## src/rtl/startup_screen.sv

```systemverilog
// Pong start screen: a title that slides into place, a blinking prompt and a key-to-start handoff, rendered as one overlay bit.
// Build option: define STARTUP_ATTRACT_EN to enable the idle timeout that sends WAIT back to INTRO.

module startup_screen #(
    parameter int                       TITLE_LEN      = 4,
    parameter logic [8*TITLE_LEN-1:0]   TITLE_TEXT     = "PONG",
    parameter int                       TITLE_SCALE    = 8,
    parameter int                       PROMPT_LEN     = 22,
    parameter logic [8*PROMPT_LEN-1:0]  PROMPT_TEXT    = "Press any key to start",
    parameter int                       PROMPT_SCALE   = 2,
    parameter int                       KERNING        = 4,
    parameter int                       TITLE_X        = 186,
    parameter int                       TITLE_Y        = 99,
    parameter int                       PROMPT_X       = 102,
    parameter int                       PROMPT_Y       = 300,
    parameter int                       SLIDE_START_Y  = 0,
    parameter int                       SLIDE_STEP     = 4,
    parameter int                       BLINK_FRAMES   = 30,
    parameter int                       ATTRACT_FRAMES = 600
) (
    input  logic       clk_0,
    input  logic       rst,
    input  logic [9:0] pixel_x,
    input  logic [9:0] pixel_y,
    input  logic       frame_tick,
    input  logic       show,
    input  logic       key_pressed,
    output logic [7:0] font_char,
    output logic [2:0] font_row,
    input  logic [7:0] font_bits,
    output logic       in_text,
    output logic       start_game,
    output logic       active,
    output logic       attract
);

    localparam int T_GLYPH = 8 * TITLE_SCALE;
    localparam int T_PITCH = T_GLYPH + KERNING;
    localparam int T_WIDTH = TITLE_LEN * T_PITCH - KERNING;
    localparam int P_GLYPH = 8 * PROMPT_SCALE;
    localparam int P_PITCH = P_GLYPH + KERNING;
    localparam int P_WIDTH = PROMPT_LEN * P_PITCH - KERNING;
    localparam int BW      = $clog2(BLINK_FRAMES + 1);

    typedef enum logic [1:0] {
        ST_IDLE  = 2'd0,
        ST_INTRO = 2'd1,
        ST_WAIT  = 2'd2,
        ST_DONE  = 2'd3
    } state_t;

    state_t          state_q, state_d;
    logic [9:0]      title_y_q, title_y_d;
    logic [BW-1:0]   blink_cnt_q, blink_cnt_d;
    logic            blink_on_q, blink_on_d;
    logic            hit_q, hit_d;
    logic [2:0]      col_q, col_d;
    logic            in_text_q, in_text_d;
    logic            start_game_q, start_game_d;

    logic [10:0]     slide_sum;
    logic [9:0]      slide_y;

    logic            title_on, prompt_on;
    logic [10:0]     t_dx, t_dy, t_mod, t_idx;
    logic [10:0]     p_dx, p_dy, p_mod, p_idx;
    logic            t_hit, p_hit;

`ifdef STARTUP_ATTRACT_EN
    localparam int AW = $clog2(ATTRACT_FRAMES + 1);
    logic [AW-1:0]   attract_cnt_q, attract_cnt_d;
    logic            attract_q, attract_d;
`endif

    function automatic logic [7:0] title_char(input logic [10:0] idx);
        title_char = 8'h20;
        for (int i = 0; i < TITLE_LEN; i++) begin
            if (idx == 11'(i)) title_char = TITLE_TEXT[8*(TITLE_LEN-1-i) +: 8];
        end
    endfunction

    function automatic logic [7:0] prompt_char(input logic [10:0] idx);
        prompt_char = 8'h20;
        for (int i = 0; i < PROMPT_LEN; i++) begin
            if (idx == 11'(i)) prompt_char = PROMPT_TEXT[8*(PROMPT_LEN-1-i) +: 8];
        end
    endfunction

    // Slide position saturates at the resting row; the extra bit keeps the sum from wrapping.
    assign slide_sum = {1'b0, title_y_q} + 11'(SLIDE_STEP);
    assign slide_y   = (slide_sum >= 11'(TITLE_Y)) ? 10'(TITLE_Y) : slide_sum[9:0];

    always_ff @(posedge clk_0 or negedge rst) begin
        if (!rst) begin
            state_q      <= ST_IDLE;
            title_y_q    <= 10'(SLIDE_START_Y);
            blink_cnt_q  <= '0;
            blink_on_q   <= 1'b1;
            hit_q        <= 1'b0;
            col_q        <= 3'd0;
            in_text_q    <= 1'b0;
            start_game_q <= 1'b0;
        end else begin
            state_q      <= state_d;
            title_y_q    <= title_y_d;
            blink_cnt_q  <= blink_cnt_d;
            blink_on_q   <= blink_on_d;
            hit_q        <= hit_d;
            col_q        <= col_d;
            in_text_q    <= in_text_d;
            start_game_q <= start_game_d;
        end
    end

`ifdef STARTUP_ATTRACT_EN
    always_ff @(posedge clk_0 or negedge rst) begin
        if (!rst) begin
            attract_cnt_q <= '0;
            attract_q     <= 1'b0;
        end else begin
            attract_cnt_q <= attract_cnt_d;
            attract_q     <= attract_d;
        end
    end
`endif

    always_comb begin
        state_d     = state_q;
        title_y_d   = title_y_q;
        blink_cnt_d = blink_cnt_q;
        blink_on_d  = blink_on_q;
`ifdef STARTUP_ATTRACT_EN
        attract_cnt_d = attract_cnt_q;
        attract_d     = 1'b0;
`endif
        case (state_q)
            ST_IDLE: begin
                title_y_d   = 10'(SLIDE_START_Y);
                blink_cnt_d = '0;
                blink_on_d  = 1'b1;
`ifdef STARTUP_ATTRACT_EN
                attract_cnt_d = '0;
`endif
                if (show) state_d = ST_INTRO;
            end
            ST_INTRO: begin
                // A key press skips the slide; it takes priority over a same-cycle frame tick.
                if (!show) begin
                    state_d = ST_IDLE;
                end else if (key_pressed) begin
                    title_y_d   = 10'(TITLE_Y);
                    state_d     = ST_WAIT;
                    blink_cnt_d = '0;
                    blink_on_d  = 1'b1;
`ifdef STARTUP_ATTRACT_EN
                    attract_cnt_d = '0;
`endif
                end else if (frame_tick) begin
                    title_y_d = slide_y;
                    if (slide_y == 10'(TITLE_Y)) begin
                        state_d     = ST_WAIT;
                        blink_cnt_d = '0;
                        blink_on_d  = 1'b1;
`ifdef STARTUP_ATTRACT_EN
                        attract_cnt_d = '0;
`endif
                    end
                end
            end
            ST_WAIT: begin
                if (!show) begin
                    state_d = ST_IDLE;
                end else if (key_pressed) begin
                    state_d = ST_DONE;
                end else if (frame_tick) begin
                    if (blink_cnt_q == BW'(BLINK_FRAMES - 1)) begin
                        blink_cnt_d = '0;
                        blink_on_d  = ~blink_on_q;
                    end else begin
                        blink_cnt_d = blink_cnt_q + 1'b1;
                    end
`ifdef STARTUP_ATTRACT_EN
                    if (attract_cnt_q == AW'(ATTRACT_FRAMES - 1)) begin
                        attract_cnt_d = '0;
                        attract_d     = 1'b1;
                        state_d       = ST_INTRO;
                        title_y_d     = 10'(SLIDE_START_Y);
                    end else begin
                        attract_cnt_d = attract_cnt_q + 1'b1;
                    end
`endif
                end
            end
            ST_DONE: begin
                state_d = ST_IDLE;
            end
            default: begin
                state_d = ST_IDLE;
            end
        endcase
        start_game_d = (state_d == ST_DONE);
    end

    assign title_on  = (state_q == ST_INTRO) || (state_q == ST_WAIT);
    assign prompt_on = (state_q == ST_WAIT) && blink_on_q;

    // Offsets are 11 bits wide so that bit 10 flags a pixel above or left of the line.
    assign t_dx  = {1'b0, pixel_x} - 11'(TITLE_X);
    assign t_dy  = {1'b0, pixel_y} - {1'b0, title_y_q};
    assign t_mod = t_dx % 11'(T_PITCH);
    assign t_idx = t_dx / 11'(T_PITCH);
    assign t_hit = title_on && !t_dx[10] && (t_dx < 11'(T_WIDTH)) &&
                   !t_dy[10] && (t_dy < 11'(T_GLYPH)) && (t_mod < 11'(T_GLYPH));

    assign p_dx  = {1'b0, pixel_x} - 11'(PROMPT_X);
    assign p_dy  = {1'b0, pixel_y} - 11'(PROMPT_Y);
    assign p_mod = p_dx % 11'(P_PITCH);
    assign p_idx = p_dx / 11'(P_PITCH);
    assign p_hit = prompt_on && !p_dx[10] && (p_dx < 11'(P_WIDTH)) &&
                   !p_dy[10] && (p_dy < 11'(P_GLYPH)) && (p_mod < 11'(P_GLYPH));

    always_comb begin
        font_char = 8'h20;
        font_row  = 3'd0;
        hit_d     = 1'b0;
        col_d     = 3'd0;
        if (t_hit) begin
            font_char = title_char(t_idx);
            font_row  = 3'(t_dy / 11'(TITLE_SCALE));
            hit_d     = 1'b1;
            col_d     = 3'(t_mod / 11'(TITLE_SCALE));
        end else if (p_hit) begin
            font_char = prompt_char(p_idx);
            font_row  = 3'(p_dy / 11'(PROMPT_SCALE));
            hit_d     = 1'b1;
            col_d     = 3'(p_mod / 11'(PROMPT_SCALE));
        end
    end

    // ROM data arrives one cycle after the request, aligned with hit_q/col_q; bit 7 is the leftmost column.
    always_comb begin
        in_text_d = hit_q & font_bits[~col_q];
    end

    assign in_text    = in_text_q;
    assign start_game = start_game_q;
    assign active     = (state_q != ST_IDLE);

`ifdef STARTUP_ATTRACT_EN
    assign attract = attract_q;
`else
    // Timeout logic is compiled out; attract stays low.
    assign attract = 1'b0 && (ATTRACT_FRAMES > 0);
`endif

endmodule
```

## config.mk

```make
export PLATFORM = sky130hd
export DESIGN_NAME = startup_screen
export DESIGN_NICKNAME = d
export VERILOG_FILES = /design/src/rtl/startup_screen.sv
export SDC_FILE = /design/constraint.sdc
export NUM_CORES = 1
export LEC_CHECK = 0
export ABC_AREA = 1
export BUFFER_PORTS_ARGS = -buffer_cell sky130_fd_sc_hd__buf_2
export CORE_MARGIN = 2
export CORE_UTILIZATION = 40
export DETAILED_ROUTE_END_ITERATION = 6
export SLEW_MARGIN = 20
export SYNTH_ARGS = -nofsm -noshare
export SYNTH_HDL_FRONTEND = slang
export SYNTH_SLANG_ARGS = --single-unit
```

## constraint.sdc

```tcl
create_clock -name clk_0 -period 4.8 [get_ports clk_0]
set_input_delay 0.48 -clock clk_0 [delete_from_list [all_inputs] [get_ports clk_0]]
set_output_delay 0.48 -clock clk_0 [all_outputs]
set_load 0.01 [all_outputs]
```

# Yosys cells after proc, flatten, opt, wreduce, memory -nomap -nowiden
# Cells that the tools add are included.
[word_totals]
ff_bits = 24
inputBits = 33
elab_cells = 158
[op_classes]
addsub = 6
div_mod_pow = 4
n_lt_le_gt_ge = 8
n_eq_ne = 37
muxes = 67
bitwise_logic = 3
reduce_logical = 25
[op_table]
columns = ["operator", "count"]
rows = [
  ["$mux W8", 26],
  ["$eq A11 B4 Y1 const B", 8],
  ["$eq A11 B5 Y1 const B", 6],
  ["$eq A11 B2 Y1 const B", 4],
  ["$eq A11 B3 Y1 const B", 4],
  ["$mux W10", 4],
  ["$mux W5", 8],
  ["$eq A11 B1 Y1 const B", 2],
  ["$logic_not A11 Y1", 2],
  ["$lt A11 B5 Y1 const B", 2],
  ["$lt A11 B7 Y1 const B", 2],
  ["$lt A11 B9 Y1 const B", 2],
  ["$pmux W10 S2", 1],
  ["$pmux W5 S3", 1],
  ["$mux W2", 7],
  ["$mux W7", 2],
  ["$mux W3", 4],
  ["$add A10 B3 Y11 const B", 1],
  ["$div A11 B5 Y11 const B", 1],
  ["$div A11 B7 Y11 const B", 1],
  ["$ge A11 B7 Y1 const B", 1],
  ["$logic_and A1 B1 Y1", 11],
  ["$mod A11 B5 Y11 const B", 1],
  ["$mod A11 B7 Y11 const B", 1],
  ["other kinds (27)", 48],
]

# Depth between registers and ports, before layout
# Gate-level depths: netlist of run 1.
[logic_depth]
ltp_word = 27
ltp_mapped = 45
mapped_depth_nobuf = 44

# Least setup slack after synthesis of run 1
# Ideal clock, no wire load.
[synth_path]
path_type = "input port to output port"
start = "in pixel_x[1]"
end = "out font_char[1]"
arrival_time_ps = 4250
setup_slack_ps = 70
cell_stages = 41
path_buffers = 1
cell_sequence = "ha_1 inv_1 nand2_4 nand2_4 nand2_2 xnor2_4 inv_2 o21ai_4 inv_2 a21oi_4 nand3_4 nand2_2 nand2_2 nand2_2 nand2_4 nand2_8 nand2_4 nand2_4 [... 5 more ...] nand2_1 nand2_1 nor2_4 nand2_4 inv_4 nand2_1 nand2_1 inv_2 nand2_4 buf_6 nand3_1 nand2_1 nand2_1 nand3b_1 nor2_1 nand3_1 nand2_1 nand2_1"
[synth_between]
elab_chain_len = 26
word_cells_on_any_way = 72
cone_classes = "2 x add/sub; 4 x div; 4 x order compare; 24 x eq/ne; 26 x mux; 12 x reduce/logical"
[synth_lines]
columns = ["element", "line_no", "text"]
rows = [
  ["from (decl)", "23", "input logic [9:0] pixel_x,"],
  ["$sub A10 B7 Y11", "215", "assign p_dx = {1'b0, pixel_x} - 11'(PROMPT_X);"],
  ["$div A11 B5 Y11", "218", "assign p_idx = p_dx / 11'(P_PITCH);"],
  ["$eq A11 B1 Y1", "85", "if (idx == 11'(i)) prompt_char = PROMPT_TEXT[8*(PROMPT_LEN-1-i) +: 8];"],
  ["$mux W8 (21 in series)", "85", ""],
  ["$mux W8", "232", "end else if (p_hit) begin"],
  ["$mux W8 (*)", "227", "if (t_hit) begin"],
  ["to (decl)", "28", "output logic [7:0] font_char,"],
]
# Mark *: on every way between the ends. The rest lies on a longest branch, timed or not.

# Worst setup path in the final report of run 1
[layout_path]
start = "in pixel_x[2]"
end = "out font_char[6]"
[layout_between]
elab_chain_len = 27
word_cells_on_any_way = 76
cone_classes = "2 x add/sub; 4 x div; 4 x order compare; 24 x eq/ne; 28 x mux; 14 x reduce/logical"
[layout_lines]
columns = ["element", "line_no"]
rows = [
  ["$sub A10 B7 Y11", "215"],
  ["$div A11 B5 Y11", "218"],
  ["$logic_not A11 Y1", "85"],
  ["$mux W7", "85"],
  ["$mux W8 (21 in series)", "85"],
  ["$mux W8", "232"],
  ["$mux W8 (*)", "227"],
]
# Marked as above.

==> flow_summary_export.csv, run 1 <==
group,metric,value,unit
cts,clk_pin_slew,0.09,ns
floorplanning,boundaryPins,48,
setup_path,cp-end-kind,"output pin",
synth,synth.yosys.warnings,0,
timing,finalMaxSlewViolations,0,
synth,ys_seq_area_frac,0.135,
timing,skew,0.00362,ns
synth,synthCells,739,
setup_path,cp_slowest_cell,"xnor2_4",
cts,root_buffer,"clkbuf_8",
timing,rsz0062_at_grt,"yes",
detailed_routing,detail_route.wirelength,13.6,mm
global_routing,grt_pass1_wl,21.6,mm
setup_path,crit_buf_inv,9,
detailed_routing,firstDrtPassIters,5,
floorplanning,die_h,110,um
setup_path,worstPathRequired,4.32,ns
placement,dp_hpwl,10.5,mm
synth,synth_edf_count,0,
timing,tightest_slew,0.856,ns
pwr,powerDensity,509,mW/mm2
cts,cts_sinks,24,
run,max_cap_violations,0,
global_routing,antenna_found_initial,0,
synth,yosysTopAreaCellShare,0.164,
cts,cts_buffers,3,
setup_path,cpPeakStageDelay,0.24,ns
synth,yosysMostFrequentCell,"nand2_1",
global_routing,grt_remaining_overflow,0,
run_status,status,"finished, violations left",
detailed_routing,num_vias,5399,
global_routing,grt_max_degree,25,
cts,worstSkewPairLatency,0.27,ns
global_routing,first_global_vias,5104,
detailed_routing,wl_per_cell,12.3,um
synth,yosysTopAreaCell,"nand2_1",
setup_path,cp_num_cells,40,
floorplanning,num_rows,38,
hold_path,hp-class,"in2async",
pwr,power_leakage,3.63,nW
synth,synth_common_cells,"nand2_1 (195), inv_1 (107), nor2_1 (72), nand3_1 (66), o21ai_0 (26)",
cells_and_area,syn2layout_area_growth,52.1,%
cts,ctsHtreeMaxLevel,1,
timing,worst_slack,-0.499,ns
setup_path,critical_path.max_fanout,7,
pwr,peakVddDrop,476,uV
detailed_routing,drt_iter0_drc,324,
setup_path,path_delay_family,"simple AND/OR/NAND/NOR gates",
cells_and_area,fin_nets,1020,
cells_and_area,postLayoutCoreUtil,0.626,
placement,place.gp.congestion,0.914,
setup_path,worstPathArrival,4.82,ns
synth,synth_seq_cells,24,
synth,synthArstFlopShare,1.00,
detailed_routing,drc_errors,0,
cells_and_area,stdcell_area,0.00679,mm2
cells_and_area,diodes,0,
placement,portBuffers,45,
timing,finalSetupViolCount,10,
timing,min_period,5.30,ns
synth,syn-cell-area,0.00446,mm2
timing,tns,-4.03,ns
floorplanning,core,0.0108,mm2
detailed_routing,via_per_inst,4.90,
floorplanning,start_util,0.412,
global_routing,grt_use_total,0.216,
cells_and_area,final_layout_size_suffix_gt1_frac,0.410,
placement,pre_cts_slack,-0.548,ns
setup_path,rr_worst_depth,24,
timing,hold_viol_final,0,
timing,max_slew_margin,0.415,
setup_path,crit_top_cell,"nand2_4",
synth,syn_area_per_cell,6.04,um2
setup_path,crit_type,"in2out",
cts,cts_tree,"yes",
cts,clk_path_buf_depth,2,
placement,dpl_cell_area,0.00593,mm2
floorplanning,die_width,110,um
run_status,violations,"negative setup slack",
synth,synthFlopType,"dfrtp_1",
synth,synth_area_leaders,"nand2_1 (16%), dfrtp_1 (13%), inv_1 (9.0%), nand3_1 (7.4%), ha_1 (6.7%)",
timing,whs,0.180,ns
synth,synth.distinct_cells,62,
cells_and_area,final_cells,1102,
setup_path,start_kind,"input pin",
timing,max_freq,0.189,GHz
timing,post-route-period-util,1.10,
detailed_routing,drtAntennaViolNets,0,
placement,place_inst,1064,
floorplanning,die-area,0.0120,mm2
pwr,power.total,3.46,mW
worst register-to-register path: cells and delay by family, from the launching register on:
| family | cells | cell delay, ns |
|---|---|---|
| compound gates | 10 | 1.64 |
| simple gates | 6 | 0.61 |
| buf+inv | 7 | 0.63 |
| flops | 1 | 0.40 |
| fa+ha+maj | 1 | 0.23 |
cell families after synthesis:
logic type	share of synthesized area
XOR/XNOR	0.0813
AND/OR/NAND/NOR	0.463
flip-flops	0.135
buffers and inverters	0.123
other	0.000840
AO/OA/AOI/OAI	0.128
multiplexers	0.00224
adder cells (fa/ha/maj)	0.0673
per-layer routing:
layer	GRT usage	up-vias	wire, um	part of all wire
li1	-	2827	-	-
met1	0.283	2469	6290	0.46
met2	0.399	91	6820	0.50
met3	0.00889	12	353	0.026
met4	0.0307	0	121	0.0089
met5	0	-	0	0
cell type report:
cell class	instances	area (um2)
repair buffers	224	1660
clock inverters	1	30.0
inverters	132	519
flip-flops and latches	24	602
fillers	942	4050
clock buffers	3	41.3
well taps	140	175
multi-input cells	578	3760
repair_timing:
item / 4_1_cts / 5_1_grt
cloned: 1 / 0
setup endpoints to repair: 10 / 11
resized for setup: 48 / 86
pin swaps: 36 / 62
hold buffers: 0 / 0
setup buffers: 15 / 18
final timing paths:
path                                     endpoint                      from  slack (ns)
setup / recovery                     font_char[6]                pixel_x[2]       -0.50
max in group asynchronous  blink_on_q$_DFFE_PN1P_                       rst        4.25
min in group clk_0         blink_on_q$_DFFE_PN1P_    blink_on_q$_DFFE_PN1P_        0.50
hold / removal                  in_text$_DFF_PN0_                       rst        0.18
setup reg to reg               col_q[1]$_DFF_PN0_  title_y_q[1]$_DFFE_PN0P_        1.24
hold reg to reg            blink_on_q$_DFFE_PN1P_    blink_on_q$_DFFE_PN1P_        0.50
report_power, final:
part	internal (mW)	switching (mW)
Combinational	1.30	1.69
Sequential	0.244	0.0352
Clock	0.112	0.0709
flip-flops by register name (all words and copies together), names as in the netlist:
register     flops
hit_q            1
start_game       1
in_text          1
blink_cnt_q      5
blink_on_q       1
title_y_q       10
col_q            3
state_q          2
layout by cell type (no fill, tap or decap), types with 10 or more instances in the layout:
| cell type | synthesis | final |
|---|---|---|
| dfrtp_1 | 23 | 23 |
| nand2_2 | 23 | 38 |
| buf_4 | 3 | 168 |
| nand4_1 | 19 | 19 |
| nand3_1 | 66 | 49 |
| inv_2 | 21 | 20 |
| ha_1 | 24 | 23 |
| o21ai_0 | 26 | 24 |
| buf_2 | 2 | 42 |
| nand2_1 | 195 | 163 |
| a21oi_1 | 18 | 16 |
| nor2_4 | 6 | 11 |
| nor2_1 | 72 | 61 |
| nand2_4 | 9 | 23 |
| nand3_2 | 6 | 19 |
| xor2_1 | 23 | 22 |
| buf_6 | 1 | 10 |
| inv_1 | 107 | 102 |
(Power assumes the default switching activity.)
==> run 2, diff against run 1 <==
==> constraint.sdc (replaced) <==
create_clock -name clk_0 -period 4.8 [get_ports clk_0]
set_input_delay 0.24 -clock clk_0 [delete_from_list [all_inputs] [get_ports clk_0]]
set_output_delay 0.24 -clock clk_0 [all_outputs]
set_load 0.01 [all_outputs]
==> run 2 against run 1 <==
Effect of this change: the flow now finishes without violations; clock skew fell by 0.0011 ns; final cell count is 8.7% lower; global-route usage decreased by 1.1 points; critical path type unchanged; wire length decreased by 2.7%; non-clock buffer count shrank 96; fmax grew 11%; flip-flop and latch count stayed put; worst setup slack better by 0.52 ns; hold slack gained 0.11 ns.
==> flow_summary_export.csv, run 2 (synthesized netlist as in run 1, its figures left out) <==
group,metric,value,unit
run_status,status,"completed",
timing,tightest_slew,1.09,ns
timing,hold_viol_final,0,
cells_and_area,reg_top3,"title_y_q x10, blink_cnt_q x5, col_q x3",
setup_path,r2r_end,"col_q[1]$_DFF_PN0_",
timing,post-route-period-util,0.996,
detailed_routing,firstDrtPassIters,5,
timing,whs,0.293,ns
floorplanning,die-area,0.0120,mm2
detailed_routing,via_per_inst,5.10,
cts,cts_buffers,3,
floorplanning,num_rows,38,
setup_path,crit_top_cell,"nand2_4",
pwr,peakVddDrop,344,uV
pwr,powerDensity,504,mW/mm2
placement,place.gp.congestion,0.921,
floorplanning,die_h,110,um
cells_and_area,layout_commonest_cell,"nand2_1",
timing,rsz0062_at_grt,"yes",
cts,clk_path_buf_depth,2,
detailed_routing,drc_errors,0,
cts,worstSkewPairLatency,0.26,ns
run,max_cap_violations,0,
timing,worst_slack,0.0177,ns
setup_path,cp-end-kind,"output pin",
timing,finalSetupViolCount,0,
detailed_routing,detail_route.wirelength,13.2,mm
global_routing,grt_remaining_overflow,0,
hold_path,hp-class,"in2reg",
floorplanning,die_width,110,um
setup_path,startpoint,"pixel_x[2]",
setup_path,crit_end,"font_char[6]",
timing,min_period,4.78,ns
setup_path,timing.rr.start,"title_y_q[1]$_DFFE_PN0P_",
setup_path,cpPeakStageDelay,0.19,ns
cells_and_area,largest_reg_flops,10,
cts,ctsHtreeMaxLevel,1,
placement,dpl_cell_area,0.00519,mm2
setup_path,worstPathRequired,4.56,ns
timing,tns,0,ns
placement,pre_cts_slack,-0.131,ns
pwr,power.total,3.07,mW
cts,root_buffer,"clkbuf_8",
placement,place_inst,967,
detailed_routing,drt_iter0_drc,287,
cells_and_area,postLayoutCoreUtil,0.561,
cells_and_area,final_cell_mix,"nand2_1 (162), inv_1 (99), buf_4 (76)",
setup_path,critical_path.max_fanout,7,
cells_and_area,stdcell_area,0.00609,mm2
cells_and_area,diodes,0,
cts,cts_sinks,24,
setup_path,crit_type,"in2out",
cells_and_area,top_register,"title_y_q",
timing,max_slew_margin,0.254,
timing,finalMaxSlewViolations,0,
detailed_routing,drtAntennaViolNets,0,
cells_and_area,fin_nets,924,
setup_path,worstPathArrival,4.54,ns
global_routing,first_global_vias,4595,
placement,dp_hpwl,10.0,mm
placement,portBuffers,45,
cells_and_area,final_cells,1006,
cells_and_area,syn2layout_area_growth,36.4,%
global_routing,grt_use_total,0.205,
global_routing,grt_max_degree,25,
cells_and_area,final_layout_size_suffix_gt1_frac,0.353,
timing,max_freq,0.209,GHz
global_routing,grt_pass1_wl,20.4,mm
timing,skew,0.00250,ns
detailed_routing,wl_per_cell,13.1,um
floorplanning,start_util,0.412,
cts,clk_pin_slew,0.08,ns
setup_path,start_kind,"input pin",
floorplanning,core,0.0108,mm2
floorplanning,boundaryPins,48,
setup_path,regToRegSetupSlack,1.40,ns
detailed_routing,num_vias,5134,
cts,cts_tree,"yes",
setup_path,rr_worst_depth,23,
pwr,power_leakage,3.17,nW
setup_path,cp_slowest_cell,"nand4_1",
global_routing,antenna_found_initial,0,
run 2: metal layers:
layer,GRT usage,routed length (um)
met5,0,0
met3,0.00830,341
met4,0.0380,165
met2,0.355,6480
met1,0.284,6220
run 2: cell type report:
cell class | count | area [um2]
clock buffer | 4 | 45.0
fill | 1049 | 4750
inverter | 132 | 517
multi-input combinational | 578 | 3820
sequential | 24 | 602
tap | 140 | 175
timing repair buffer | 128 | 931
run 2: critical path, delay by kind of cell:
kind / cells / cell delay (ns)
XOR/XNOR: 1 / 0.15
buffers and inverters: 6 / 0.60
adder cells (fa/ha/maj): 1 / 0.16
AND/OR/NAND/NOR: 37 / 3.37
run 2: how the worst min path moves through the flow:
stage / from / end / slack, ns / cells after the start
6_report: pixel_x[1] / col_q[0]$_DFF_PN0_ / 0.29 / 3
5_1_grt: pixel_x[1] / col_q[0]$_DFF_PN0_ / 0.28 / 3
4_1_cts: key_pressed / title_y_q[5]$_DFFE_PN0P_ / 0.34 / 3
3_5_place_dp: rst / in_text$_DFF_PN0_ / 0.27 / 1
3_3_place_gp: rst / start_game$_DFF_PN0_ / 0.27 / 1
2_1_floorplan: rst / blink_cnt_q[0]$_DFFE_PN0P_ / -0.06 / 0
run 2: timing repair:
item / 4_1_cts / 5_1_grt
hold endpoints to repair: 23 / 0
buffers inserted: 6 / 27
pin swaps: 14 / 48
gates resized for setup: 15 / 140
hold buffers: 1 / 0
gates cloned: 1 / 0
endpoints found under the setup margin: 10 / 13
run 2: power by group:
| group | total (mW) | internal, mW | switching (mW) |
|---|---|---|---|
| Combinational | 2.67 | 1.05 | 1.62 |
| Clock | 0.122 | 0.0593 | 0.0628 |
| Sequential | 0.280 | 0.244 | 0.0355 |
| Total | 3.07 | 1.35 | 1.72 |
